**src/rtl/dadda_mac_sequencer_if.sv**
```systemverilog
// Operand stream, Dadda tree and result channels of the MAC sequencer bundled together.
// slave = sequencer side, master = producer / tree / consumer side.
interface dadda_mac_sequencer_if;
  logic                  in_valid;
  logic                  in_ready;
  logic [7:0]            in_a;
  logic [7:0]            in_b;
  logic                  in_last;
  logic [7:0][7:0]       pp_o;
  logic [15:0]           m_o;
  logic [1:0][16:0]      mac_i;
  logic                  out_valid;
  logic                  out_ready;
  logic [15:0]           out_result;
  logic                  out_overflow;
  logic [7:0]            out_count;

  modport slave (
    input  in_valid, in_a, in_b, in_last, mac_i, out_ready,
    output in_ready, pp_o, m_o, out_valid, out_result, out_overflow, out_count
  );

  modport master (
    output in_valid, in_a, in_b, in_last, mac_i, out_ready,
    input  in_ready, pp_o, m_o, out_valid, out_result, out_overflow, out_count
  );
endinterface

```
**src/rtl/dadda_mac_sequencer.sv**
```systemverilog
// Feeds 8x8 partial products + accumulator to the Dadda tree and folds its carry-save result into a saturating acc.
// One pair/cycle; result valid 2 cycles after the last accept; in_ready drops from last accept until the result is taken.
module dadda_mac_sequencer (
  input  logic                   clk,
  input  logic                   rst,
  dadda_mac_sequencer_if.slave   bus
);

  typedef enum logic [1:0] {
    ACCUM  = 2'd0,
    FLUSH  = 2'd1,
    OUTPUT = 2'd2
  } state_t;

  state_t           state;
  logic [7:0][7:0]  pp_q;
  logic [7:0][7:0]  pp_d;
  logic             s1_valid;
  logic [15:0]      acc;
  logic             ovf;
  logic [7:0]       cnt;
  logic             in_ready_q;
  logic             out_valid_q;
  logic [15:0]      res_q;
  logic             res_ovf_q;
  logic [7:0]       res_cnt_q;

  logic             accept;
  logic [17:0]      sum18;
  logic             sat;
  logic [15:0]      acc_next;
  logic             ovf_next;
  logic [7:0]       cnt_next;

  assign accept = bus.in_valid & in_ready_q;

  always_comb begin
    pp_d = '0;
    for (int i = 0; i < 8; i++) begin
      for (int j = 0; j < 8; j++) begin
        pp_d[i][j] = bus.in_a[i] & bus.in_b[j];
      end
    end
  end

  // Carry-propagate add of the tree's two rows; anything above 16 bits saturates.
  assign sum18    = {1'b0, bus.mac_i[0]} + {1'b0, bus.mac_i[1]};
  assign sat      = |sum18[17:16];
  assign acc_next = sat ? 16'hFFFF : sum18[15:0];
  assign ovf_next = ovf | sat;
  assign cnt_next = (cnt == 8'hFF) ? 8'hFF : cnt + 8'd1;

  always_ff @(posedge clk or posedge rst) begin
    if (rst) begin
      state       <= ACCUM;
      pp_q        <= '0;
      s1_valid    <= 1'b0;
      acc         <= '0;
      ovf         <= 1'b0;
      cnt         <= '0;
      in_ready_q  <= 1'b1;
      out_valid_q <= 1'b0;
      res_q       <= '0;
      res_ovf_q   <= 1'b0;
      res_cnt_q   <= '0;
    end else begin
      pp_q     <= accept ? pp_d : '0;
      s1_valid <= accept;

      if (s1_valid) begin
        acc <= acc_next;
        ovf <= ovf_next;
        cnt <= cnt_next;
      end

      case (state)
        ACCUM: begin
          if (accept && bus.in_last) begin
            state      <= FLUSH;
            in_ready_q <= 1'b0;
          end
        end
        FLUSH: begin
          // The last item is always in stage 1 here; capture its fold and clear for the next stream.
          res_q       <= acc_next;
          res_ovf_q   <= ovf_next;
          res_cnt_q   <= cnt_next;
          acc         <= '0;
          ovf         <= 1'b0;
          cnt         <= '0;
          out_valid_q <= 1'b1;
          state       <= OUTPUT;
        end
        OUTPUT: begin
          if (bus.out_ready) begin
            out_valid_q <= 1'b0;
            in_ready_q  <= 1'b1;
            state       <= ACCUM;
          end
        end
        default: begin
          state       <= ACCUM;
          in_ready_q  <= 1'b1;
          out_valid_q <= 1'b0;
        end
      endcase
    end
  end

  assign bus.in_ready     = in_ready_q;
  assign bus.pp_o         = pp_q;
  assign bus.m_o          = acc;
  assign bus.out_valid    = out_valid_q;
  assign bus.out_result   = res_q;
  assign bus.out_overflow = res_ovf_q;
  assign bus.out_count    = res_cnt_q;

endmodule

```
**src/flat_wrapper.sv**
```systemverilog
// flat-port wrapper written by rule: the top's interface ports become plain ports
module dadda_mac_sequencer_flat 
  (clk, rst, bus_in_valid, bus_in_a, bus_in_b, bus_in_last, bus_mac_i, bus_out_ready, bus_in_ready, bus_pp_o, bus_m_o, bus_out_valid, bus_out_result, bus_out_overflow, bus_out_count);
  dadda_mac_sequencer_if bus_i ();
  input  logic clk;
  input  logic rst;
  input wire logic [$bits(bus_i.in_valid)-1:0] bus_in_valid;
  input wire logic [$bits(bus_i.in_a)-1:0] bus_in_a;
  input wire logic [$bits(bus_i.in_b)-1:0] bus_in_b;
  input wire logic [$bits(bus_i.in_last)-1:0] bus_in_last;
  input wire logic [$bits(bus_i.mac_i)-1:0] bus_mac_i;
  input wire logic [$bits(bus_i.out_ready)-1:0] bus_out_ready;
  output wire logic [$bits(bus_i.in_ready)-1:0] bus_in_ready;
  output wire logic [$bits(bus_i.pp_o)-1:0] bus_pp_o;
  output wire logic [$bits(bus_i.m_o)-1:0] bus_m_o;
  output wire logic [$bits(bus_i.out_valid)-1:0] bus_out_valid;
  output wire logic [$bits(bus_i.out_result)-1:0] bus_out_result;
  output wire logic [$bits(bus_i.out_overflow)-1:0] bus_out_overflow;
  output wire logic [$bits(bus_i.out_count)-1:0] bus_out_count;
  assign bus_i.in_valid = bus_in_valid;
  assign bus_i.in_a = bus_in_a;
  assign bus_i.in_b = bus_in_b;
  assign bus_i.in_last = bus_in_last;
  assign bus_i.mac_i = bus_mac_i;
  assign bus_i.out_ready = bus_out_ready;
  assign bus_in_ready = bus_i.in_ready;
  assign bus_pp_o = bus_i.pp_o;
  assign bus_m_o = bus_i.m_o;
  assign bus_out_valid = bus_i.out_valid;
  assign bus_out_result = bus_i.out_result;
  assign bus_out_overflow = bus_i.out_overflow;
  assign bus_out_count = bus_i.out_count;
  dadda_mac_sequencer u_core (.clk(clk), .rst(rst), .bus(bus_i));
endmodule
```
**config.mk**
```make
export PLATFORM = sky130hd
export DESIGN_NAME = dadda_mac_sequencer_flat
export DESIGN_NICKNAME = d
export VERILOG_FILES = /design/src/rtl/dadda_mac_sequencer_if.sv /design/src/rtl/dadda_mac_sequencer.sv /design/src/flat_wrapper.sv
export SDC_FILE = /design/constraint.sdc
export NUM_CORES = 1
export LEC_CHECK = 0
export CAP_MARGIN = 5
export CORE_UTILIZATION = 46
export DETAILED_ROUTE_END_ITERATION = 7
export PLACE_DENSITY = 0.77
export SYNTH_ARGS = -nofsm -noshare
export SYNTH_HDL_FRONTEND = slang
export SYNTH_SLANG_ARGS = --single-unit
```
**constraint.sdc**
```tcl
create_clock -name clk -period 5.4 [get_ports clk]
set_clock_uncertainty 0.05 [all_clocks]
set_input_delay 1.08 -clock clk [delete_from_list [all_inputs] [get_ports clk]]
set_output_delay 1.08 -clock clk [all_outputs]
set_load 0.005 [all_outputs]
```
# Word-level counts from Yosys, hierarchy flattened
# Cells that the tools add are included.
# op_classes
shift,0
n_eq_ne,5
n_lt_le_gt_ge,0
add_sub_neg,2
n_mux,17
mul,0
div,0
reduce_logical,7
n_bitwise,68
# ops
cell,count
$and 1x1->1,65
$mux 64,1
$mux 16,3
$mux 8,3
$add 17x17->18,1
$add 8x1->8 const B,1
$eq 8x8->1 const B,1
$pmux 1 s3,2
$pmux 2 s3,1
$mux 1,5
$mux 2,2
$reduce_and 2->1,2
$reduce_and 3->1,1
$eq 2x1->1 const B,1
$eq 2x2->1 const B,1
$logic_not 2->1,1
$ne 2x1->1 const B,1
$ne 2x2->1 const B,1
$not 1->1,2
$reduce_bool 2->1,1
$reduce_or 2->1,1
$logic_and 1x1->1,1
$or 1x1->1,1
# totals
latch_bits,0
out_inout_bits,107
rom_bits,0
register_bits,119
n_memories,0
ramBits,0
in_bits,55
word_cells,117

# Logic depth before layout (Yosys ltp)
# Gate-level depths: netlist (run 1).
# logic_depth
depth_word,5
ltp_mapped,11

# Worst setup path after synthesis (run 1)
# OpenSTA, ideal clock, no wires.
# synth_timing
kind,input to register
from,input bus_mac_i[0]
to,"register u_core.acc[11], in the netlist u_core.bus.m_o[11]"
required_time_ns,5.213
slack_ns,1.891
setup_time_ns,0.137
arrival_ns,3.322
cell_stages,10
cell_sequence,ha_1 -> fa_1 -> a21o_1 -> a221o_1 -> a41oi_2 -> nand2_1 -> o32a_1 -> buf_4 -> nor4_4 -> a21oi_1
# synth_via
elab_chain_cells,5
# synth_lines
item,line_no,rtl
start: declaration,flat_wrapper.sv:11,input wire logic [$bits(bus_i.mac_i)-1:0] bus_mac_i;
$add 17x17->18 (*),dadda_mac_sequencer.sv:47,"assign sum18 = {1'b0, bus.mac_i[0]} + {1'b0, bus.mac_i[1]};"
$reduce_or 2->1,dadda_mac_sequencer.sv:48,assign sat = |sum18[17:16];
$mux 16 (*),dadda_mac_sequencer.sv:49,assign acc_next = sat ? 16'hFFFF : sum18[15:0];
$mux 16 (*),dadda_mac_sequencer.sv:70,if (s1_valid) begin
$mux 16 (*),dadda_mac_sequencer.sv:76,case (state)
end signal: assignment,dadda_mac_sequencer.sv:71,acc <= acc_next;
end: declaration,dadda_mac_sequencer.sv:19,logic [15:0] acc;
# Every way passes the cells marked *; elsewhere a longest branch is shown, timed or not. The select of a mux whose other input is x is not followed.
# A chain may end at the register's enable or synchronous reset.

# Worst setup path after layout (run 1)
# layout_timing
from,input bus_mac_i[0]
to,"register u_core.acc[0], in the netlist u_core.bus.m_o[0]"
# The elaborated chain is that of the path after synthesis.

==> results.py, run 1 <==
metrics = {
    "setup_path": {
        "crit_arrival_ns": 4.34,
        "critPathKind": "in -> reg",
        "slowest_delay_ns": 0.59,
        "timing.critical_path.to_type": "flip-flop",
        "crit_slowest_cell": "sky130_fd_sc_hd__o32a_1",
        "timing.critical_path.from_type": "input pin",
        "regToRegStartpoint": "u_core.cnt[0]$_DFFE_PP0P_",
        "worstPathMaxFanout": 20,
        "crit_path_cell_trace": "clkdlybuf4s50_1, ha_1, fa_1, a21o_1, a221o_1, a41oi_2, nand2_1, o32a_1, nand2b_1, o221a_2",
        "worstPathBufferInverterCount": 1,
        "data_required_critical_path_ns": 5.73,
        "timing.critical_path.max_delay_family": "compound AO/OA/AOI/OAI gates",
        "worstRegToRegCells": 7,
        "ff2ff_setup_slack_ns": 3.18,
        "reg2reg_to": "u_core.cnt[4]$_DFFE_PP0P_",
    },
    "power_and_ir_drop": {
        "switching_share_pct": 29.4,
        "pwr-share-comb_pct": 28.8,
        "p_int_w": 0.00231,
        "switching_power_w": 0.000959,
        "power_density_mw_per_mm2": 443,
        "report.power.total_w": 0.00327,
        "pwr-share-seq_pct": 38.8,
        "p_clk_share_pct": 32.4,
        "ir_drop_mv": 0.299,
        "leakage_nw": 3.51,
    },
    "layout": {
        "seq_area_mm2": 0.00298,
        "total_area_of_multi_input_combinational_cells_mm2": 0.00199,
        "fillerInstances": 812,
        "commonest_non_fill_non_tap_cell_in_the_layout": "sky130_fd_sc_hd__clkdlybuf4s50_1",
        "finish.net_count": 697,
        "mostFrequentLayoutCells": "161 x sky130_fd_sc_hd__clkdlybuf4s50_1, 118 x sky130_fd_sc_hd__dfrtp_1, 73 x sky130_fd_sc_hd__and3_1, 38 x sky130_fd_sc_hd__nand2_1, 32 x sky130_fd_sc_hd__a21oi_1",
        "layout.core_utilization_pct": 68.3,
        "drive_above_1_share_pct": 7.09,
        "insertedDiodeCount": 0,
        "layout-area-overhead-vs-synth_pct": 44.8,
        "fin_area_mm2": 0.00737,
    },
    "sta": {
        "setup_total_negative_slack_ns": 0,
        "post-route-period-util_pct": 74.3,
        "finalCriticalPeriod_ns": 4.01,
        "max_slew.worst_pin.slew_ns": 1.15,
        "finalHoldViolCount": 0,
        "setup_viol": 0,
        "timing.max_slew.rel_slack_pct": 23.6,
        "final_max_slew_viol_count": 0,
        "rsz0062_at_grt": "false",
        "timing.hold.ws_ns": 0.419,
        "clock.fmax_mhz": 249,
    },
    "floorplanning": {
        "die_width_um": 107,
        "dieArea_mm2": 0.0115,
        "die_h_um": 107,
        "initial_core_utilization_pct": 47.2,
        "fp-row-count": 38,
        "core_region_area_mm2": 0.0108,
        "ios": 162,
    },
    "clock_network": {
        "number_of_clock_sinks_seen_by_cts": 119,
        "clock_tree_from_tritoncts": "yes",
        "holdBufCountCts": 0,
        "worst_skew_pair.late_latency_ns": 0.49,
        "cts.htree.levels": 4,
        "cts.root.buffer_cell": "sky130_fd_sc_hd__clkbuf_8",
        "cts_setup_buffers": 0,
        "cts_buffers": 17,
        "cts_buffer_depth": 2,
        "clock_transition_at_path_regs_ns": 0.06,
        "cts_resized": 0,
    },
    "routing": {
        "drc_violations_left": 0,
        "dr_total_vias": 4184,
        "viasPerCell": 5.40,
        "wire_per_inst_um": 17.1,
        "final_antenna_net_count": 0,
        "finalWirelength_um": 13200,
        "count_of_routing_violations_after_the_opening_detailed_route_iteration": 196,
        "drt_pass1_iterations": 8,
    },
    "synthesis": {
        "synth.top_cell.area_share_pct": 58.0,
        "syn_nets": 539,
        "synth-edff-count": 0,
        "synthDominantAreaCellType": "sky130_fd_sc_hd__dfrtp_1",
        "asyncSetResetFlopFracSynth_pct": 100,
        "ys_seq_elements": 119,
        "synth_ff_type": "sky130_fd_sc_hd__dfrtp_1",
        "yosys-mux-area-fraction_pct": 0.786,
        "synthAdderAreaFrac_pct": 4.82,
        "yosysSeqAreaShare_pct": 58.5,
        "synth.lib_cells_used.distinct": 41,
        "yosys-top-cells-area": "sky130_fd_sc_hd__dfrtp_1 58%, sky130_fd_sc_hd__and3_1 9.0%, sky130_fd_sc_hd__ha_1 4.4%, sky130_fd_sc_hd__a21oi_1 3.1%, sky130_fd_sc_hd__nand2_1 2.8%",
        "synthXorXnorAreaFrac_pct": 2.75,
        "syn-instance-count": 465,
        "synthesis.yosys.warnings": 0,
        "main_combinational_cell_family_by_area_after_synthesis": "simple AND/OR/NAND/NOR gates",
        "compound_gate_fraction_of_synth_area_pct": 13.3,
        "synth-simple-area-share_pct": 17.4,
        "postSynthAreaPerCell_um2": 11.0,
        "post_synth_instance_area_mm2": 0.00509,
    },
    "placed_design": {
        "hpwl_um": 9240,
        "placement.io_buffers": 161,
        "final_weighted_congestion_in_routability_driven_placement": 0.848,
        "placed_area_mm2": 0.00681,
    },
    "min_path": {
        "worst_hold_path.num_cells": 2,
        "worst_hold_path_type": "reg -> reg",
        "min_to": "u_core.bus.out_result[1]$_DFFE_PP0P_",
        "worst_hold_startpoint": "u_core.bus.out_result[1]$_DFFE_PP0P_",
    },
    "grt": {
        "grt_pass1_vias": 4246,
        "overflow": 0,
        "grt_antenna_before_repair": 0,
        "grt_start_max_net_pins": 90,
        "track_usage_pct": 24.4,
        "first_pass_grt_wire_length_um": 20900,
    },
    "run_status": {
        "run_status": "completed",
    },
    "job": {
        "cap_viol_max_count": 0,
    },
}
[synth_stat cells (6+ instances only)]
cell / count
sky130_fd_sc_hd__xnor2_1: 10
sky130_fd_sc_hd__ha_1: 18
sky130_fd_sc_hd__inv_1: 7
sky130_fd_sc_hd__a31oi_1: 7
sky130_fd_sc_hd__xor2_1: 6
sky130_fd_sc_hd__o21ai_1: 8
sky130_fd_sc_hd__nand2_1: 38
sky130_fd_sc_hd__clkbuf_1: 23
sky130_fd_sc_hd__o21ai_0: 28
sky130_fd_sc_hd__and3_1: 73
sky130_fd_sc_hd__nor2_1: 31
sky130_fd_sc_hd__dfrtp_1: 118
sky130_fd_sc_hd__a21oi_1: 32
sky130_fd_sc_hd__a21o_1: 8
[state kept, by name (all words and copies together), names as in the netlist]
register                 cells
u_core.bus.out_result       16
u_core.bus.pp_o             64
u_core.ovf                   1
u_core.cnt                   8
u_core.bus.out_count         8
u_core.s1_valid              1
u_core.bus.out_valid         1
u_core.state                 2
u_core.bus.m_o              16
u_core.bus.out_overflow      1
u_core.bus.in_ready          1
[tightest hold or removal path, stage by stage, from the launching register on]
cell,delay (ns)
sky130_fd_sc_hd__dfrtp_1,0.34
sky130_fd_sc_hd__nand2_1,0.05
sky130_fd_sc_hd__nand2_1,0.05
[layer usage]
metal	vias up	routed length, um	global-route usage, %	share of wire [%]
met2	136	6880	41.3	52
met5	-	0	0	0
li1	1964	-	-	-
met3	16	767	7.54	5.8
met4	0	265	10.6	2.0
met1	2068	5340	28.6	40
[stage by stage]
stage,instances,setup slack (ns)
after floorplan,465,1.11
after global placement,744,1.00
after detailed placement,744,0.923
after CTS,775,1.44
after global routing,775,1.24
final,775,1.39
[power by group through the flow]
stage / clock [W] / combinational [W] / sequential, W
4_1_cts: 0.00107 / 0.000948 / 0.00127
6_report: 0.00106 / 0.000940 / 0.00127
3_5_place_dp: 0 / 0.000939 / 0.00128
3_3_place_gp: 0 / 0.000919 / 0.00127
2_1_floorplan: 0 / 0.000408 / 0.00125
5_1_grt: 0.00112 / 0.00103 / 0.00130
[area by class of cell]
cell class	instances	area share (%)
flip-flops and latches	119	40.4
multi-input cells	314	27.0
repair buffers	164	22.2
clock buffers	17	5.62
well taps	140	2.38
clock inverters	14	2.05
inverters	7	0.390
[cells by family (layout without fill, tap and decap cells)]
kind of cell             Yosys count  count (layout)
AND/OR/NAND/NOR                  167             167
flip-flops                       119             119
AO/OA/AOI/OAI                    108             108
buffers and inverters             32             202
adder cells (fa/ha/maj)           19              19
XOR/XNOR                          16              16
multiplexers                       4               4
[worst max-delay path by stage]
stage | start | cells after the start | endpoint | slack (ns)
after global routing | bus_mac_i[0] | 10 | u_core.bus.m_o[0]$_DFFE_PP0P_ | 1.24
after floorplan | rst | 1 | u_core.bus.m_o[0]$_DFFE_PP0P_ | 1.11
after CTS | bus_mac_i[0] | 10 | u_core.bus.m_o[0]$_DFFE_PP0P_ | 1.44
after detailed placement | bus_mac_i[0] | 10 | u_core.bus.m_o[1]$_DFFE_PP0P_ | 0.92
after global placement | bus_mac_i[0] | 10 | u_core.bus.m_o[12]$_DFFE_PP0P_ | 1.0
final | bus_mac_i[0] | 10 | u_core.bus.m_o[0]$_DFFE_PP0P_ | 1.39
Note: power is estimated with default switching activity, not from simulation.
==> run 2: changes to the inputs <==
==> constraint.sdc (replaced) <==
create_clock -name clk -period 4 [get_ports clk]
set_clock_uncertainty 0.05 [all_clocks]
set_input_delay 0.8 -clock clk [delete_from_list [all_inputs] [get_ports clk]]
set_output_delay 0.8 -clock clk [all_outputs]
set_load 0.005 [all_outputs]
==> run 2 against run 1 <==
Net effect: worst hold slack got worse by 0.00096 ns; count of clock-buffer cells in the layout increased by 2; routed wire length increased by 0.85%; setup slack got worse by 0.75 ns; core utilization increased by 0.68 points; design area increased by 1.0%; first-iteration DRC count increased by 19%; final cell count increased by 0.39%; largest cell class unchanged.
==> results.py, run 2 (same netlist as run 1, synthesis figures left out) <==
metrics = {
    "placed_design": {
        "pre_cts_slack_ns": 0.134,
        "placement.io_buffers": 161,
        "hpwl_um": 9250,
        "final_weighted_congestion_in_routability_driven_placement": 0.881,
        "placed_area_mm2": 0.00684,
    },
    "setup_path": {
        "timing.critical_path.max_delay_family": "compound AO/OA/AOI/OAI gates",
        "crit_slowest_cell": "sky130_fd_sc_hd__o32a_1",
        "worstRegToRegCells": 7,
        "ff2ff_setup_slack_ns": 1.81,
        "crit_arrival_ns": 3.70,
        "timing.critical_path.to_type": "flip-flop",
        "worstPathMaxFanout": 7,
        "reg2reg_to": "u_core.cnt[4]$_DFFE_PP0P_",
        "regToRegStartpoint": "u_core.cnt[0]$_DFFE_PP0P_",
        "data_required_critical_path_ns": 4.34,
        "critPathKind": "in -> reg",
        "cp-startpoint": "bus_mac_i[0]",
        "worstPathBufferInverterCount": 1,
        "cp-endpoint": "u_core.bus.m_o[0]$_DFFE_PP0P_",
        "timing.critical_path.from_type": "input pin",
        "slowest_delay_ns": 0.44,
        "cp_num_cells": 10,
        "crit_path_cell_trace": "clkdlybuf4s50_1, ha_1, fa_1, a21o_1, a221o_1, a41oi_2, nand2_1, o32a_1, nand2b_1, o221a_2",
    },
    "clock_network": {
        "worst_skew_pair.late_latency_ns": 0.49,
        "cts_buffers": 17,
        "number_of_clock_sinks_seen_by_cts": 119,
        "cts_buffer_depth": 2,
        "cts_setup_buffers": 0,
        "cts.root.buffer_cell": "sky130_fd_sc_hd__clkbuf_8",
        "clock_transition_at_path_regs_ns": 0.06,
        "cts_resized": 0,
        "cts.htree.levels": 4,
        "holdBufCountCts": 0,
        "clock_tree_from_tritoncts": "yes",
    },
    "floorplanning": {
        "core_region_area_mm2": 0.0108,
        "fp-row-count": 38,
        "die_h_um": 107,
        "die_width_um": 107,
        "ios": 162,
        "initial_core_utilization_pct": 47.2,
        "dieArea_mm2": 0.0115,
    },
    "grt": {
        "grt_start_max_net_pins": 120,
        "first_pass_grt_wire_length_um": 21300,
        "grt_pass1_vias": 4300,
        "overflow": 0,
        "track_usage_pct": 24.4,
        "grt_antenna_before_repair": 0,
    },
    "sta": {
        "post-route-period-util_pct": 83.9,
        "final_max_slew_viol_count": 0,
        "rsz0062_at_grt": "false",
        "setup_ws_final_ns": 0.642,
        "max_slew.worst_pin.slew_ns": 1.11,
        "finalCriticalPeriod_ns": 3.36,
        "finalHoldViolCount": 0,
        "clock.fmax_mhz": 298,
        "setup_total_negative_slack_ns": 0,
        "timing.max_slew.rel_slack_pct": 25.7,
        "setup_viol": 0,
    },
    "layout": {
        "fillerInstances": 826,
        "mostFrequentLayoutCells": "161 x sky130_fd_sc_hd__clkdlybuf4s50_1, 118 x sky130_fd_sc_hd__dfrtp_1, 73 x sky130_fd_sc_hd__and3_1, 38 x sky130_fd_sc_hd__nand2_1, 32 x sky130_fd_sc_hd__a21oi_1",
        "largest_register_ffs": 64,
        "drive_above_1_share_pct": 7.52,
        "fin_area_mm2": 0.00745,
        "commonest_non_fill_non_tap_cell_in_the_layout": "sky130_fd_sc_hd__clkdlybuf4s50_1",
        "finish.net_count": 699,
        "layout-area-overhead-vs-synth_pct": 46.2,
        "insertedDiodeCount": 0,
    },
    "job": {
        "cap_viol_max_count": 0,
    },
    "routing": {
        "viasPerCell": 5.35,
        "wire_per_inst_um": 17.2,
        "finalWirelength_um": 13400,
        "final_antenna_net_count": 0,
        "drt_pass1_iterations": 4,
        "count_of_routing_violations_after_the_opening_detailed_route_iteration": 233,
        "drc_violations_left": 0,
        "dr_total_vias": 4165,
    },
    "power_and_ir_drop": {
        "ir_drop_mv": 0.377,
        "power_density_mw_per_mm2": 605,
        "leakage_nw": 3.55,
    },
    "min_path": {
        "worst_hold_path_type": "reg -> reg",
    },
    "run_status": {
        "run_status": "completed",
    },
}
==> run 2: how the worst min path moves through the flow <==
| stage | startpoint | to | slack, ns | depth (start not counted) |
|---|---|---|---|---|
| 6_report | u_core.bus.out_overflow$_DFFE_PP0P_ | u_core.bus.out_overflow$_DFFE_PP0P_ | 0.42 | 2 |
| 3_5_place_dp | u_core.bus.out_result[9]$_DFFE_PP0P_ | u_core.bus.out_result[9]$_DFFE_PP0P_ | 0.41 | 2 |
| 3_3_place_gp | u_core.bus.out_overflow$_DFFE_PP0P_ | u_core.bus.out_overflow$_DFFE_PP0P_ | 0.40 | 2 |
| 5_1_grt | u_core.bus.out_result[9]$_DFFE_PP0P_ | u_core.bus.out_result[9]$_DFFE_PP0P_ | 0.44 | 2 |
| 4_1_cts | u_core.bus.out_result[9]$_DFFE_PP0P_ | u_core.bus.out_result[9]$_DFFE_PP0P_ | 0.43 | 2 |
| 2_1_floorplan | u_core.bus.in_ready$_DFFE_PP1P_ | u_core.bus.in_ready$_DFFE_PP1P_ | 0.40 | 2 |
==> run 2: layer usage <==
metal / up-vias / share of wire [%] / track usage [%]
li1: 1972 / - / -
met1: 2054 / 41 / 28.9
met2: 117 / 51 / 41.1
met3: 22 / 4.9 / 7.05
met4: 0 / 2.6 / 11.1
met5: - / 0 / 0
==> run 2: worst register-to-register path: cells and delay by family, from the launching register on <==
family | cells | cell delay (ns)
flip-flops | 1 | 0.40
AND/OR/NAND/NOR | 6 | 1.41
adder cells (fa/ha/maj) | 1 | 0.25
==> run 2: where the power goes <==
group | internal [W] | leakage (nW) | switching, W | total, W
combinational | 0.000732 | 1.74 | 0.000530 | 0.00126
sequential | 0.00150 | 1.52 | 0.000216 | 0.00172
clock | 0.000988 | 0.287 | 0.000542 | 0.00153
total | 0.00322 | 3.55 | 0.00129 | 0.00451
==> run 2: area by class of cell <==
class                      instances  area [um2]  share of cell area (%)
inverter                           7        30.0                   0.403
sequential                       119        2980                    40.0
multi-input combinational        314        1990                    26.7
clock inverter                    13         169                    2.27
clock buffer                      19         442                    5.93
tap                              140         175                    2.35
timing repair buffer             166        1660                    22.3
==> run 2: stage by stage <==
| stage | hold slack (ns) | total power (W) | std cells | util [%] |
|---|---|---|---|---|
| after floorplan | 0.403 | 0.00223 | 465 | - |
| after global placement | 0.402 | 0.00296 | 746 | 63.3 |
| after detailed placement | 0.413 | 0.00300 | 746 | 63.3 |
| after CTS | 0.426 | 0.00455 | 778 | 69.0 |
| after global routing | 0.443 | 0.00474 | 778 | 69.0 |
| final | 0.418 | 0.00451 | 778 | 69.0 |
==> run 3: changes to the inputs <==
--- a/config.mk
+++ b/config.mk
@@ -6,9 +6,9 @@
 export NUM_CORES = 1
 export LEC_CHECK = 0
 export CAP_MARGIN = 5
-export CORE_UTILIZATION = 46
+export CORE_UTILIZATION = 42
 export DETAILED_ROUTE_END_ITERATION = 7
-export PLACE_DENSITY = 0.77
+export PLACE_DENSITY = 0.73
 export SYNTH_ARGS = -nofsm -noshare
 export SYNTH_HDL_FRONTEND = slang
 export SYNTH_SLANG_ARGS = --single-unit
==> constraint.sdc (replaced) <==
create_clock -name clk -period 2.75 [get_ports clk]
set_clock_uncertainty 0.05 [all_clocks]
set_input_delay 0.55 -clock clk [delete_from_list [all_inputs] [get_ports clk]]
set_output_delay 0.55 -clock clk [all_outputs]
set_load 0.005 [all_outputs]
==> run 3 against run 2 <==
Net effect: the run now ends with design-rule violations left; final cell count is 7.6% higher; combinational power is 63% higher; routed wire length is 7.4% higher; setup slack worse by 0.60 ns; sequential share of layout area is 3.4 points lower.
==> results.py, run 3 (same netlist as run 1, synthesis figures left out) <==
metrics = {
    "layout": {
        "mostFrequentLayoutCells": "139 x sky130_fd_sc_hd__clkdlybuf4s50_1, 118 x sky130_fd_sc_hd__dfrtp_1, 73 x sky130_fd_sc_hd__and3_1, 55 x sky130_fd_sc_hd__buf_4, 38 x sky130_fd_sc_hd__nand2_1",
        "fillerInstances": 839,
        "stdcell_count": 837,
        "fin_area_mm2": 0.00815,
        "finish.net_count": 755,
        "layout-area-overhead-vs-synth_pct": 60.0,
        "drive_above_1_share_pct": 18.7,
        "commonest_non_fill_non_tap_cell_in_the_layout": "sky130_fd_sc_hd__clkdlybuf4s50_1",
        "largest_register_ffs": 64,
        "seq_area_mm2": 0.00298,
        "total_area_of_multi_input_combinational_cells_mm2": 0.00221,
        "insertedDiodeCount": 0,
    },
    "clock_network": {
        "cts_buffers": 17,
        "number_of_clock_sinks_seen_by_cts": 119,
        "clock_transition_at_path_regs_ns": 0.06,
        "cts.root.buffer_cell": "sky130_fd_sc_hd__clkbuf_16",
        "worst_skew_pair.late_latency_ns": 0.39,
        "clock_tree_from_tritoncts": "yes",
        "cts_buffer_depth": 2,
        "cts.htree.levels": 4,
    },
    "setup_path": {
        "timing.critical_path.to_type": "flip-flop",
        "data_required_critical_path_ns": 2.97,
        "timing.critical_path.from_type": "input pin",
        "critPathKind": "in -> reg",
        "worstPathMaxFanout": 8,
        "crit_arrival_ns": 2.92,
    },
    "floorplanning": {
        "fp-row-count": 39,
        "die_width_um": 112,
        "ios": 162,
        "dieArea_mm2": 0.0126,
        "initial_core_utilization_pct": 43.8,
        "die_h_um": 112,
        "core_region_area_mm2": 0.0116,
    },
    "routing": {
        "final_antenna_net_count": 0,
        "count_of_routing_violations_after_the_opening_detailed_route_iteration": 288,
        "finalWirelength_um": 14400,
        "dr_total_vias": 4437,
        "drt_pass1_iterations": 7,
        "drc_violations_left": 7,
        "viasPerCell": 5.30,
        "wire_per_inst_um": 17.1,
    },
    "sta": {
        "setup_ws_final_ns": 0.0470,
        "setup_viol": 0,
        "finalHoldViolCount": 0,
        "final_max_slew_viol_count": 0,
        "timing.hold.ws_ns": 0.424,
        "post-route-period-util_pct": 98.3,
        "finalCriticalPeriod_ns": 2.70,
        "clock.fmax_mhz": 370,
        "max_slew.worst_pin.slew_ns": 0.870,
        "timing.max_slew.rel_slack_pct": 42.0,
    },
    "placed_design": {
        "place_inst": 797,
        "final_weighted_congestion_in_routability_driven_placement": 0.821,
        "pre_cts_slack_ns": -0.723,
        "placement.io_buffers": 161,
        "placed_area_mm2": 0.00724,
        "hpwl_um": 9790,
    },
    "run_status": {
        "run_status": "finished with violations",
        "violations": "design-rule violations",
    },
    "power_and_ir_drop": {
        "ir_drop_mv": 0.510,
        "leakage_nw": 4.01,
        "report.power.total_w": 0.00677,
        "power_density_mw_per_mm2": 831,
    },
    "grt": {
        "first_pass_grt_wire_length_um": 22600,
        "overflow": 0,
        "grt_pass1_vias": 4501,
        "grt_start_max_net_pins": 120,
        "track_usage_pct": 22.9,
        "grt_antenna_before_repair": 0,
    },
    "min_path": {
        "worst_hold_path_type": "reg -> reg",
    },
    "job": {
        "cap_viol_max_count": 0,
    },
}
[run 3: final timing paths]
check	cells after the start	startpoint	to	slack, ns
setup / recovery	10	bus_mac_i[7]	u_core.bus.m_o[11]$_DFFE_PP0P_	0.05
max in group asynchronous	3	rst	u_core.bus.pp_o[5]$_DFF_PP0_	1.57
hold reg to reg	2	u_core.bus.out_result[0]$_DFFE_PP0P_	u_core.bus.out_result[0]$_DFFE_PP0P_	0.42
min in group asynchronous	3	rst	u_core.bus.out_count[3]$_DFFE_PP0P_	0.61
hold / removal	2	u_core.bus.out_result[0]$_DFFE_PP0P_	u_core.bus.out_result[0]$_DFFE_PP0P_	0.42
setup reg to reg	7	u_core.cnt[0]$_DFFE_PP0P_	u_core.cnt[4]$_DFFE_PP0P_	0.51
[run 3: report_power, final]
group	switching (W)	internal, W	leakage (nW)	total, W
Clock	0.000794	0.00143	0.287	0.00223
Sequential	0.000308	0.00218	1.52	0.00249
Combinational	0.000862	0.00120	2.20	0.00206
[run 3: area by class of cell]
cell class	instances	area share [%]
repair buffers	222	26.3
multi-input cells	314	27.1
well taps	143	2.20
inverters	7	0.369
flip-flops and latches	119	36.6
clock inverters	14	2.15
clock buffers	18	5.27
[run 3: repair_timing]
item / CTS / global route
setup endpoints to repair: 34 / 34
hold buffers: 0 / 0
resized for setup: 10 / 44
pin swaps: 3 / 24
buffers inserted: 2 / 6
[run 3: metal layers]
metal	vias to the layer above	track usage [%]	share of wire, %
li1	2084	-	-
met1	2199	28.4	41
met2	136	40.1	53
met3	18	4.54	3.9
met4	0	7.82	1.9
met5	-	0	0
[run 3: worst max-delay path: stages]
cell and delay, ns:
sky130_fd_sc_hd__clkdlybuf4s50_1 0.47, sky130_fd_sc_hd__ha_2 0.31, sky130_fd_sc_hd__and3_1 0.19, sky130_fd_sc_hd__nand2_1 0.09, sky130_fd_sc_hd__a211oi_2 0.05, sky130_fd_sc_hd__o41a_1 0.44
sky130_fd_sc_hd__o32a_1 0.27, sky130_fd_sc_hd__buf_12 0.17, sky130_fd_sc_hd__nor4_4 0.27, sky130_fd_sc_hd__a21oi_1 0.10
[run 3: through the flow]
step / util [%] / setup TNS [ns]
floorplan: - / -0.356
global placement: 62.4 / -17.59
detailed placement: 62.4 / -20.34
CTS: 67.9 / 0
global route: 70.2 / -0.0864
finish: 70.2 / 0
